==> config.mk <==
export PLATFORM = sky130hd
export DESIGN_NAME = countdown_ctrl_flat
export DESIGN_NICKNAME = d
export VERILOG_FILES = /design/src/rtl/countdown_pkg.sv /design/src/rtl/countdown_ctrl_if.sv /design/src/rtl/countdown_ctrl_tick_prescaler.sv /design/src/rtl/countdown_ctrl.sv /design/src/flat_wrapper.sv
export SDC_FILE = /design/constraint.sdc
export NUM_CORES = 1
export LEC_CHECK = 0
export ABC_CLOCK_PERIOD_IN_PS = 2500
export CORE_UTILIZATION = 43
export CTS_BUF_LIST = sky130_fd_sc_hd__clkbuf_16
export CTS_CLUSTER_DIAMETER = 150
export DETAILED_ROUTE_END_ITERATION = 12
export MAX_ROUTING_LAYER = met4
export PLACE_DENSITY = 0.68
export SLEW_MARGIN = 20
export SYNTH_ARGS = -nofsm -noshare
export SYNTH_HDL_FRONTEND = slang
export SYNTH_SLANG_ARGS = --single-unit
==> constraint.sdc <==
create_clock -name Clk_O -period 2.5 [get_ports Clk_O]
set_input_delay 0.5 -clock Clk_O [delete_from_list [all_inputs] [get_ports Clk_O]]
set_output_delay 0.5 -clock Clk_O [all_outputs]
set_load 0.01 [all_outputs]
==> src/rtl/countdown_pkg.sv <==
// Shared types for the countdown game timer: FSM state encoding.
package countdown_pkg;

   typedef enum logic [1:0] {
      ST_IDLE    = 2'b00,
      ST_RUN     = 2'b01,
      ST_PAUSE   = 2'b10,
      ST_EXPIRED = 2'b11
   } state_e;

endpackage

==> src/rtl/countdown_ctrl_if.sv <==
// Command/status bundle between game logic (master) and the countdown controller (slave).
interface countdown_ctrl_if #(
   parameter int unsigned TIME_W = 8
) ();

   logic              Load;
   logic [TIME_W-1:0] Load_Val;
   logic              Start;
   logic              Pause;
   logic              Tick;
   logic              Done;
   logic [TIME_W-1:0] Remain;
   logic              Running;
   logic              Paused;
   logic              Expired;
   logic              Half;

   modport master (
      output Load, Load_Val, Start, Pause,
      input  Tick, Done, Remain, Running, Paused, Expired, Half
   );

   modport slave (
      input  Load, Load_Val, Start, Pause,
      output Tick, Done, Remain, Running, Paused, Expired, Half
   );

endinterface

==> src/rtl/countdown_ctrl_tick_prescaler.sv <==
// Programmable timebase: counts enabled cycles and flags the last cycle of each DIV-cycle period.
module tick_prescaler #(
   parameter int unsigned DIV   = 50000000,
   parameter int unsigned CNT_W = 26
) (
   input  logic             Clk_O,
   input  logic             Clear,
   input  logic             en,
   input  logic             rst_cnt,
   output logic [CNT_W-1:0] pre,
   output logic             wrap
);

   localparam logic [CNT_W-1:0] PreMax = CNT_W'(DIV - 1);

   logic [CNT_W-1:0] pre_q, pre_d;

   assign wrap = en && (pre_q == PreMax);
   assign pre  = pre_q;

   always_comb begin
      pre_d = pre_q;
      if (rst_cnt || wrap) begin
         pre_d = '0;
      end else if (en) begin
         pre_d = pre_q + 1'b1;
      end
   end

   always_ff @(posedge Clk_O) begin
      if (Clear) begin
         pre_q <= '0;
      end else begin
         pre_q <= pre_d;
      end
   end

endmodule

==> src/rtl/countdown_ctrl.sv <==
// Game-timer controller: loadable seconds countdown sequenced over a prescaler timebase.
module countdown_ctrl
   import countdown_pkg::*;
#(
   parameter int unsigned DIV    = 50000000,
   parameter int unsigned CNT_W  = 26,
   parameter int unsigned TIME_W = 8
) (
   input  logic             Clk_O,
   input  logic             Clear,
   countdown_ctrl_if.slave  bus
);

   localparam logic [CNT_W-1:0]  HalfDiv = CNT_W'(DIV / 2);
   localparam logic [TIME_W-1:0] OneSec  = TIME_W'(1);

   state_e            state_q, state_d;
   logic [TIME_W-1:0] remain_q, remain_d;
   logic              tick_q, tick_d;
   logic              done_q, done_d;

   logic [CNT_W-1:0]  pre;
   logic              wrap;
   logic              en;
   logic              rst_cnt;

   assign en = (state_q == ST_RUN);

   tick_prescaler #(
      .DIV   (DIV),
      .CNT_W (CNT_W)
   ) u_prescaler (
      .Clk_O   (Clk_O),
      .Clear   (Clear),
      .en      (en),
      .rst_cnt (rst_cnt),
      .pre     (pre),
      .wrap    (wrap)
   );

   always_comb begin
      state_d  = state_q;
      remain_d = remain_q;
      rst_cnt  = 1'b0;
      tick_d   = wrap;
      done_d   = 1'b0;

      unique case (state_q)
         ST_IDLE: begin
            // Load beats a simultaneous Start.
            if (bus.Load) begin
               remain_d = bus.Load_Val;
               rst_cnt  = 1'b1;
            end else if (bus.Start && (remain_q != '0)) begin
               state_d = ST_RUN;
               rst_cnt = 1'b1;
            end
         end

         ST_RUN: begin
            if (wrap && (remain_q != '0)) begin
               remain_d = remain_q - 1'b1;
            end
            // Reaching zero on the wrap edge takes precedence over a pause request.
            if (wrap && (remain_q == OneSec)) begin
               done_d  = 1'b1;
               state_d = ST_EXPIRED;
            end else if (bus.Pause) begin
               state_d = ST_PAUSE;
            end
         end

         ST_PAUSE: begin
            if (bus.Start) begin
               state_d = ST_RUN;
            end
         end

         ST_EXPIRED: begin
            rst_cnt  = 1'b1;
            remain_d = '0;
            if (bus.Load) begin
               state_d  = ST_IDLE;
               remain_d = bus.Load_Val;
            end
         end

         default: begin
            state_d = ST_IDLE;
         end
      endcase
   end

   always_ff @(posedge Clk_O) begin
      if (Clear) begin
         state_q  <= ST_IDLE;
         remain_q <= '0;
         tick_q   <= 1'b0;
         done_q   <= 1'b0;
      end else begin
         state_q  <= state_d;
         remain_q <= remain_d;
         tick_q   <= tick_d;
         done_q   <= done_d;
      end
   end

   assign bus.Tick    = tick_q;
   assign bus.Done    = done_q;
   assign bus.Remain  = remain_q;
   assign bus.Running = (state_q == ST_RUN);
   assign bus.Paused  = (state_q == ST_PAUSE);
   assign bus.Expired = (state_q == ST_EXPIRED);
   assign bus.Half    = ((state_q == ST_RUN) || (state_q == ST_PAUSE)) && (pre < HalfDiv);

endmodule

==> src/flat_wrapper.sv <==
// flat-port wrapper written by rule: the top's interface ports become plain ports
module countdown_ctrl_flat import countdown_pkg::*;
#(
   parameter int unsigned DIV    = 50000000,
   parameter int unsigned CNT_W  = 26,
   parameter int unsigned TIME_W = 8
)
  (Clk_O, Clear, bus_Load, bus_Load_Val, bus_Start, bus_Pause, bus_Tick, bus_Done, bus_Remain, bus_Running, bus_Paused, bus_Expired, bus_Half);
  countdown_ctrl_if #(.TIME_W(TIME_W)) bus_i ();
  input  logic Clk_O;
  input  logic Clear;
  input wire logic [$bits(bus_i.Load)-1:0] bus_Load;
  input wire logic [$bits(bus_i.Load_Val)-1:0] bus_Load_Val;
  input wire logic [$bits(bus_i.Start)-1:0] bus_Start;
  input wire logic [$bits(bus_i.Pause)-1:0] bus_Pause;
  output wire logic [$bits(bus_i.Tick)-1:0] bus_Tick;
  output wire logic [$bits(bus_i.Done)-1:0] bus_Done;
  output wire logic [$bits(bus_i.Remain)-1:0] bus_Remain;
  output wire logic [$bits(bus_i.Running)-1:0] bus_Running;
  output wire logic [$bits(bus_i.Paused)-1:0] bus_Paused;
  output wire logic [$bits(bus_i.Expired)-1:0] bus_Expired;
  output wire logic [$bits(bus_i.Half)-1:0] bus_Half;
  assign bus_i.Load = bus_Load;
  assign bus_i.Load_Val = bus_Load_Val;
  assign bus_i.Start = bus_Start;
  assign bus_i.Pause = bus_Pause;
  assign bus_Tick = bus_i.Tick;
  assign bus_Done = bus_i.Done;
  assign bus_Remain = bus_i.Remain;
  assign bus_Running = bus_i.Running;
  assign bus_Paused = bus_i.Paused;
  assign bus_Expired = bus_i.Expired;
  assign bus_Half = bus_i.Half;
  countdown_ctrl #(.DIV(DIV), .CNT_W(CNT_W), .TIME_W(TIME_W)) u_core (.Clk_O(Clk_O), .Clear(Clear), .bus(bus_i));
endmodule
Yosys cells after proc, flatten, opt, wreduce, memory -nomap -nowiden
Index checks and enable logic that the tools add are counted.
{"block": "word_totals", "input_bits": 13, "wordCells": 50, "ff_bits": 38}
{"block": "op_classes", "n_addsub": 2, "n_bitwise": 1, "order_cmp": 1, "reduce_logical": 14, "muxes": 15, "n_eq_ne": 12}
{"op": "adder 26 x 1 -> 26 bit, second input constant", "n": 1}
{"op": "== test 26 bit, second input constant", "n": 1}
{"op": "< comparator 26 x 25 -> 1 bit, second input constant", "n": 1}
{"op": "2-to-1 mux 8 bit", "n": 3}
{"op": "one-hot mux 8 bit (3 select lines)", "n": 1}
{"op": "2-to-1 mux 2 bit", "n": 6}
{"op": "== test 8 x 1 -> 1 bit, second input constant", "n": 1}
{"op": "inequality test 2 bit, second input constant", "n": 4}
{"op": "one-hot mux 2 bit (4 select lines)", "n": 1}
{"op": "nonzero test 8 bit", "n": 1}
{"op": "subtractor 8 x 1 -> 8 bit, second input constant", "n": 1}
{"op": "logical AND 1 bit", "n": 5}
{"op": "AND reduction 5 bit", "n": 1}
{"op": "== test 2 bit, second input constant", "n": 2}
{"op": "inequality test 2 x 1 -> 1 bit, second input constant", "n": 2}
{"op": "OR reduction 2 bit", "n": 2}
{"op": "2-to-1 mux 1 bit", "n": 3}
{"op": "inequality test 3 x 2 -> 1 bit, second input constant", "n": 1}
{"op": "AND reduction 3 bit", "n": 1}
{"op": "nonzero test 3 bit", "n": 1}
{"op": "== test 2 x 1 -> 1 bit, second input constant", "n": 1}
{"op": "zero test 2 bit", "n": 1}
{"op": "logical OR 1 bit", "n": 2}
{"op": "one-hot mux 1 bit (2 select lines)", "n": 1}
{"op": "NOT 1 bit", "n": 1}

Logic depth before layout (Yosys ltp)
{"block": "logic_depth", "depth_word": 7, "mapped_depth": 10, "ltp_nobuf": 7}

By module
From an unflattened synthesis, not the netlist that was laid out.
{"block": "hier_totals", "cells_unflattened": 267, "hier_area_um2": 2334.7}
{"mod": "tick_prescaler", "seq_area_each_um2": 520.5, "area_each_um2": 1267.5, "cells_each": 145, "instances": 1}
{"mod": "countdown_ctrl", "seq_area_each_um2": 240.2, "area_each_um2": 1067.3, "cells_each": 122, "instances": 1}

Least setup slack after synthesis
Ideal clock, no wire load.
{"block": "synth_path", "kind": "flip-flop to output port", "from": "register u_core.u_prescaler.pre_q[7], in the netlist u_core.u_prescaler.pre[7]", "to": "output bus_Half", "stages_incl_launch_ff": 6, "path_buffers": 0, "required_time_ps": 2000, "arrival_time_ps": 1921, "setup_slack_ps": 79, "cell_sequence": "dfxtp_1 or4_1 o211a_1 o21ai_0 a211oi_1 a2111oi_0"}
{"block": "synth_via", "elab_chain_cells": 2}
{"element": "from (decl)", "line": "countdown_ctrl_tick_prescaler.sv:16", "text": "logic [CNT_W-1:0] pre_q, pre_d;"}
{"element": "from (signal assigned)", "line": "countdown_ctrl_tick_prescaler.sv:34", "text": "pre_q <= pre_d;"}
{"element": "< comparator 26 x 25 -> 1 bit", "line": "countdown_ctrl.sv:114", "text": "assign bus.Half = ((state_q == ST_RUN) || (state_q == ST_PAUSE)) && (pre < HalfDiv);"}
{"element": "logical AND 1 bit", "line": "countdown_ctrl.sv:114"}
{"element": "to (decl)", "line": "flat_wrapper.sv:22", "text": "output wire logic [$bits(bus_i.Half)-1:0] bus_Half;"}
Every way passes these cells.

Worst setup path in the final report
{"block": "layout_path", "from": "register u_core.u_prescaler.pre_q[10], in the netlist u_core.u_prescaler.pre[10]", "to": "output bus_Half"}
Same word-level chain as after synthesis.

==> impl_metrics.csv <==
group,metric,value,unit
sta,report.final.slew_viol_count,0,
clock_tree,cts_tree,"done",
clock_tree,holdBufCountCts,0,
sta,tightest_slew,0.708,ns
synth,synth_nets,271,
setup_path,cp_cell_sequence,"or4_4, o211a_1, o21ai_2, a211oi_1, a2111oi_0, buf_2",
synth,synth-seq-area-share,0.362,
synth,synthTopCellsByArea,"dfxtp_1 (36%), nor3_1 (10%), xnor2_1 (7.5%)",
global_route,gr-usage-met3,0.0528,
synth,synth_cell_types,49,
min_path,hp-class,"reg2reg",
finish,fin_util,0.575,
clock_tree,insertion_delay,0.28,ns
synth,yosysTopAreaCellShare,0.362,
drt,ant_nets,0,
pwr,ir_drop,0.489,mV
setup_path,worstPathArrival,2.08,ns
sta,skew,0.00427,ns
setup_path,reg2reg_slack,0.04,ns
pwr,power.leakage,0.941,nW
finish,final_area,0.00272,mm2
finish,antenna_cells,0,
setup_path,critPathBufInv,1,
sta,setup_viol,1,
sta,hold_ws,0.546,ns
global_route,met1_usage,0.254,
global_route,grt_use_total,0.216,
drt,vias,2030,
global_route,grt_pass1_wl,8.51,mm
synth,async_reset_ff_frac,0,
run,drv_cap,0,
die,initial_core_util,0.445,
synth,synth-simple-area-share,0.309,
clock_tree,clock_sinks,38,
drt,wire_per_inst,14.2,um
synth,syn-cell-area,0.00210,mm2
pwr,p_per_area,938,mW/mm2
setup_path,cp-start-kind,"flip-flop",
finish,final_nets,314,
finish,area_delta_synth_final,29.3,%
synth,synth-seq-cells,38,
placed_design,place.gp.congestion,0.831,
placed_design,place_ws,-0.259,ns
setup_path,cp-end-kind,"primary output",
clock_tree,root_buffer,"clkbuf_16",
die,core_area,0.00472,mm2
global_route,gr-max-usage-layer,"met2",
sta,fin_crit,2.58,ns
global_route,grt_remaining_overflow,0,
synth,synthMuxAreaShare,0.00476,
drt,drc_errors,0,
die,die_h,71.9,um
drt,via_per_inst,5.62,
setup_path,crit_path_max_fanout,2,
sta,max_slew_margin,0.527,
finish,fillerInstances,436,
sta,layout_setup_ws,-0.0806,ns
die,die_x,71.9,um
synth,synth-compound-area-share,0.127,
synth,synth_flop_cell,"dfxtp_1",
clock_tree,cts_buffers,5,
placed_design,io_buffers,26,
synth,synth_cells,251,
clock_tree,cts_max_level,2,
synth,yosysTopAreaCell,"dfxtp_1",
finish,layout-drive-gt1-share,0.129,
global_route,grt_util_met2,0.364,
sta,timing.final.crit_share,1.03,
clock_tree,ctsLongestPathBuffers,2,
setup_path,crit_family,"compound AO/OA/AOI/OAI gates",
synth,yosys.area_share.xor_xnor,0.112,
synth,synth.avg_cell_area,8.37,um2
setup_path,worstSetupPathType,"reg2out",
sta,hold_viol,0,
synth,synth_top_family_by_area,"simple AND/OR/NAND/NOR gates",
setup_path,crit_slowest_cell,"or4_4",
global_route,grt_max_degree,27,
drt,wirelength,5.14,mm
die,num_io_pins,27,
placed_design,dp_hpwl,3.50,mm
synth,yosysWarnings,0,
global_route,grt_pass1_vias,1921,
synth,synth-adder-area-share,0.0417,
die,fp.dieArea,0.00517,mm2
setup_path,critical_path.max_stage_delay,0.54,ns
drt,drtPass1Iterations,5,
drt,drt-initial-drc-count,93,
clock_tree,clk_pin_slew,0.06,ns
placed_design,dpl_cell_area,0.00257,mm2
run_status,violations,"negative setup slack",
sta,rsz0062_at_grt,"yes",
die,core.rowCount,25,
setup_path,required,2.00,ns
synth,synth_edf_count,0,
sta,maxClockFrequency,388,MHz
run_status,status,"finished, violations left",
global_route,antenna_found_initial,0,
-- what timing repair did --
| item | in CTS | in global routing |
|---|---|---|
| pin swaps | 1 | 1 |
| gates resized for setup | 6 | 2 |
| endpoints found under the setup margin | 5 | 5 |
| buffers inserted | 0 | 0 |
-- power by group --
group	internal (mW)	leakage, nW	switching (mW)	total, mW
Clock	0.359	0.0694	0.227	0.587
Sequential	0.678	0.308	0.0954	0.773
Combinational	0.527	0.564	0.661	1.19
-- cell type report --
cell class / instances / area (um2) / share of cell area
clock buffer: 5 / 125 / 0.0460
clock inverter: 2 / 10.0 / 0.00368
inverter: 10 / 37.5 / 0.0138
multi-input combinational: 192 / 1270 / 0.469
sequential: 38 / 761 / 0.280
tap: 67 / 83.8 / 0.0308
timing repair buffer: 47 / 425 / 0.157
-- flip-flops by register name (all words and copies together) (netlist names) --
signal / flops
u_core.u_prescaler.pre: 26
u_core.bus.Remain: 8
u_core.bus.Tick: 1
u_core.bus.Done: 1
u_core.state_q: 2
-- Yosys cell counts (all sizes together) (3+ instances only) --
cell / n
dfxtp: 38
o21ai: 6
a31oi: 3
nand2: 16
clkbuf: 6
inv: 10
and3: 4
or4: 3
xnor2: 18
a21oi: 3
nand3: 13
xor2: 9
nor4: 8
nand4: 6
and4: 4
a222oi: 4
nor2: 11
nand2b: 3
a211oi: 3
nor2b: 3
ha: 7
buf: 5
nor3: 42
-- per-stage QoR --
stage / cells / setup TNS (ns) / power (mW)
finish: 361 / -0.0806 / 2.55
floorplan: 251 / 0 / 1.51
global route: 361 / -0.181 / 2.73
global placement: 354 / -1.12 / 1.95
detailed placement: 354 / -0.259 / 1.98
CTS: 361 / -0.127 / 2.57
-- metal layers --
metal	part of all wire	vias to the layer above
met4	0.013	0
met3	0.048	9
met1	0.46	951
li1	-	1012
met2	0.48	58
met5	0	-
-- worst paths after layout --
| path | cells past startpoint | to | start |
|---|---|---|---|
| worst min-delay path | 2 | u_core.u_prescaler.pre[0] | u_core.u_prescaler.pre[0] |
| worst max-delay path | 6 | bus_Half | u_core.u_prescaler.pre[10] |
| worst min register to register | 2 | u_core.u_prescaler.pre[0] | u_core.u_prescaler.pre[0] |
| worst max register to register | 7 | u_core.u_prescaler.pre[10] | u_core.u_prescaler.pre[10] |
-- cell families after synthesis --
logic type | after synthesis
xor gates and xnor gates | 27
AOI/OAI and AO/OA | 36
buffers and inverters | 21
adders and majority gates | 7
muxes | 1
DFF | 38
and+or+nand+nor | 121
-- layout by cell type (no fill, tap or decap), types with 2 or more instances in the layout --
master,n
nor3_1,42
dfxtp_1,38
clkdlybuf4s50_1,25
buf_4,20
xnor2_1,18
nand2_1,16
nand3_1,13
nor2_1,11
inv_1,10
xor2_1,9
nor4_1,8
ha_1,7
nand4_1,6
o21ai_0,5
clkbuf_16,5
and3_1,4
a222oi_1,4
a211oi_1,3
and4_1,3
nand2b_1,3
nor2b_1,3
a31oi_1,3
or4_4,2
o211ai_1,2
a311oi_1,2
a22oi_1,2
a21oi_1,2
clkinv_2,2
-- worst register-to-register path, cell delays in order, from the launching register on --
cell and delay, ns:
dfxtp_1 0.31, or4_4 0.54, or4_4 0.54, buf_4 0.17, or2_2 0.33, nand2b_1 0.14, buf_12 0.18, nor3_1 0.09
No activity file was read; power rests on OpenSTA's default activity.
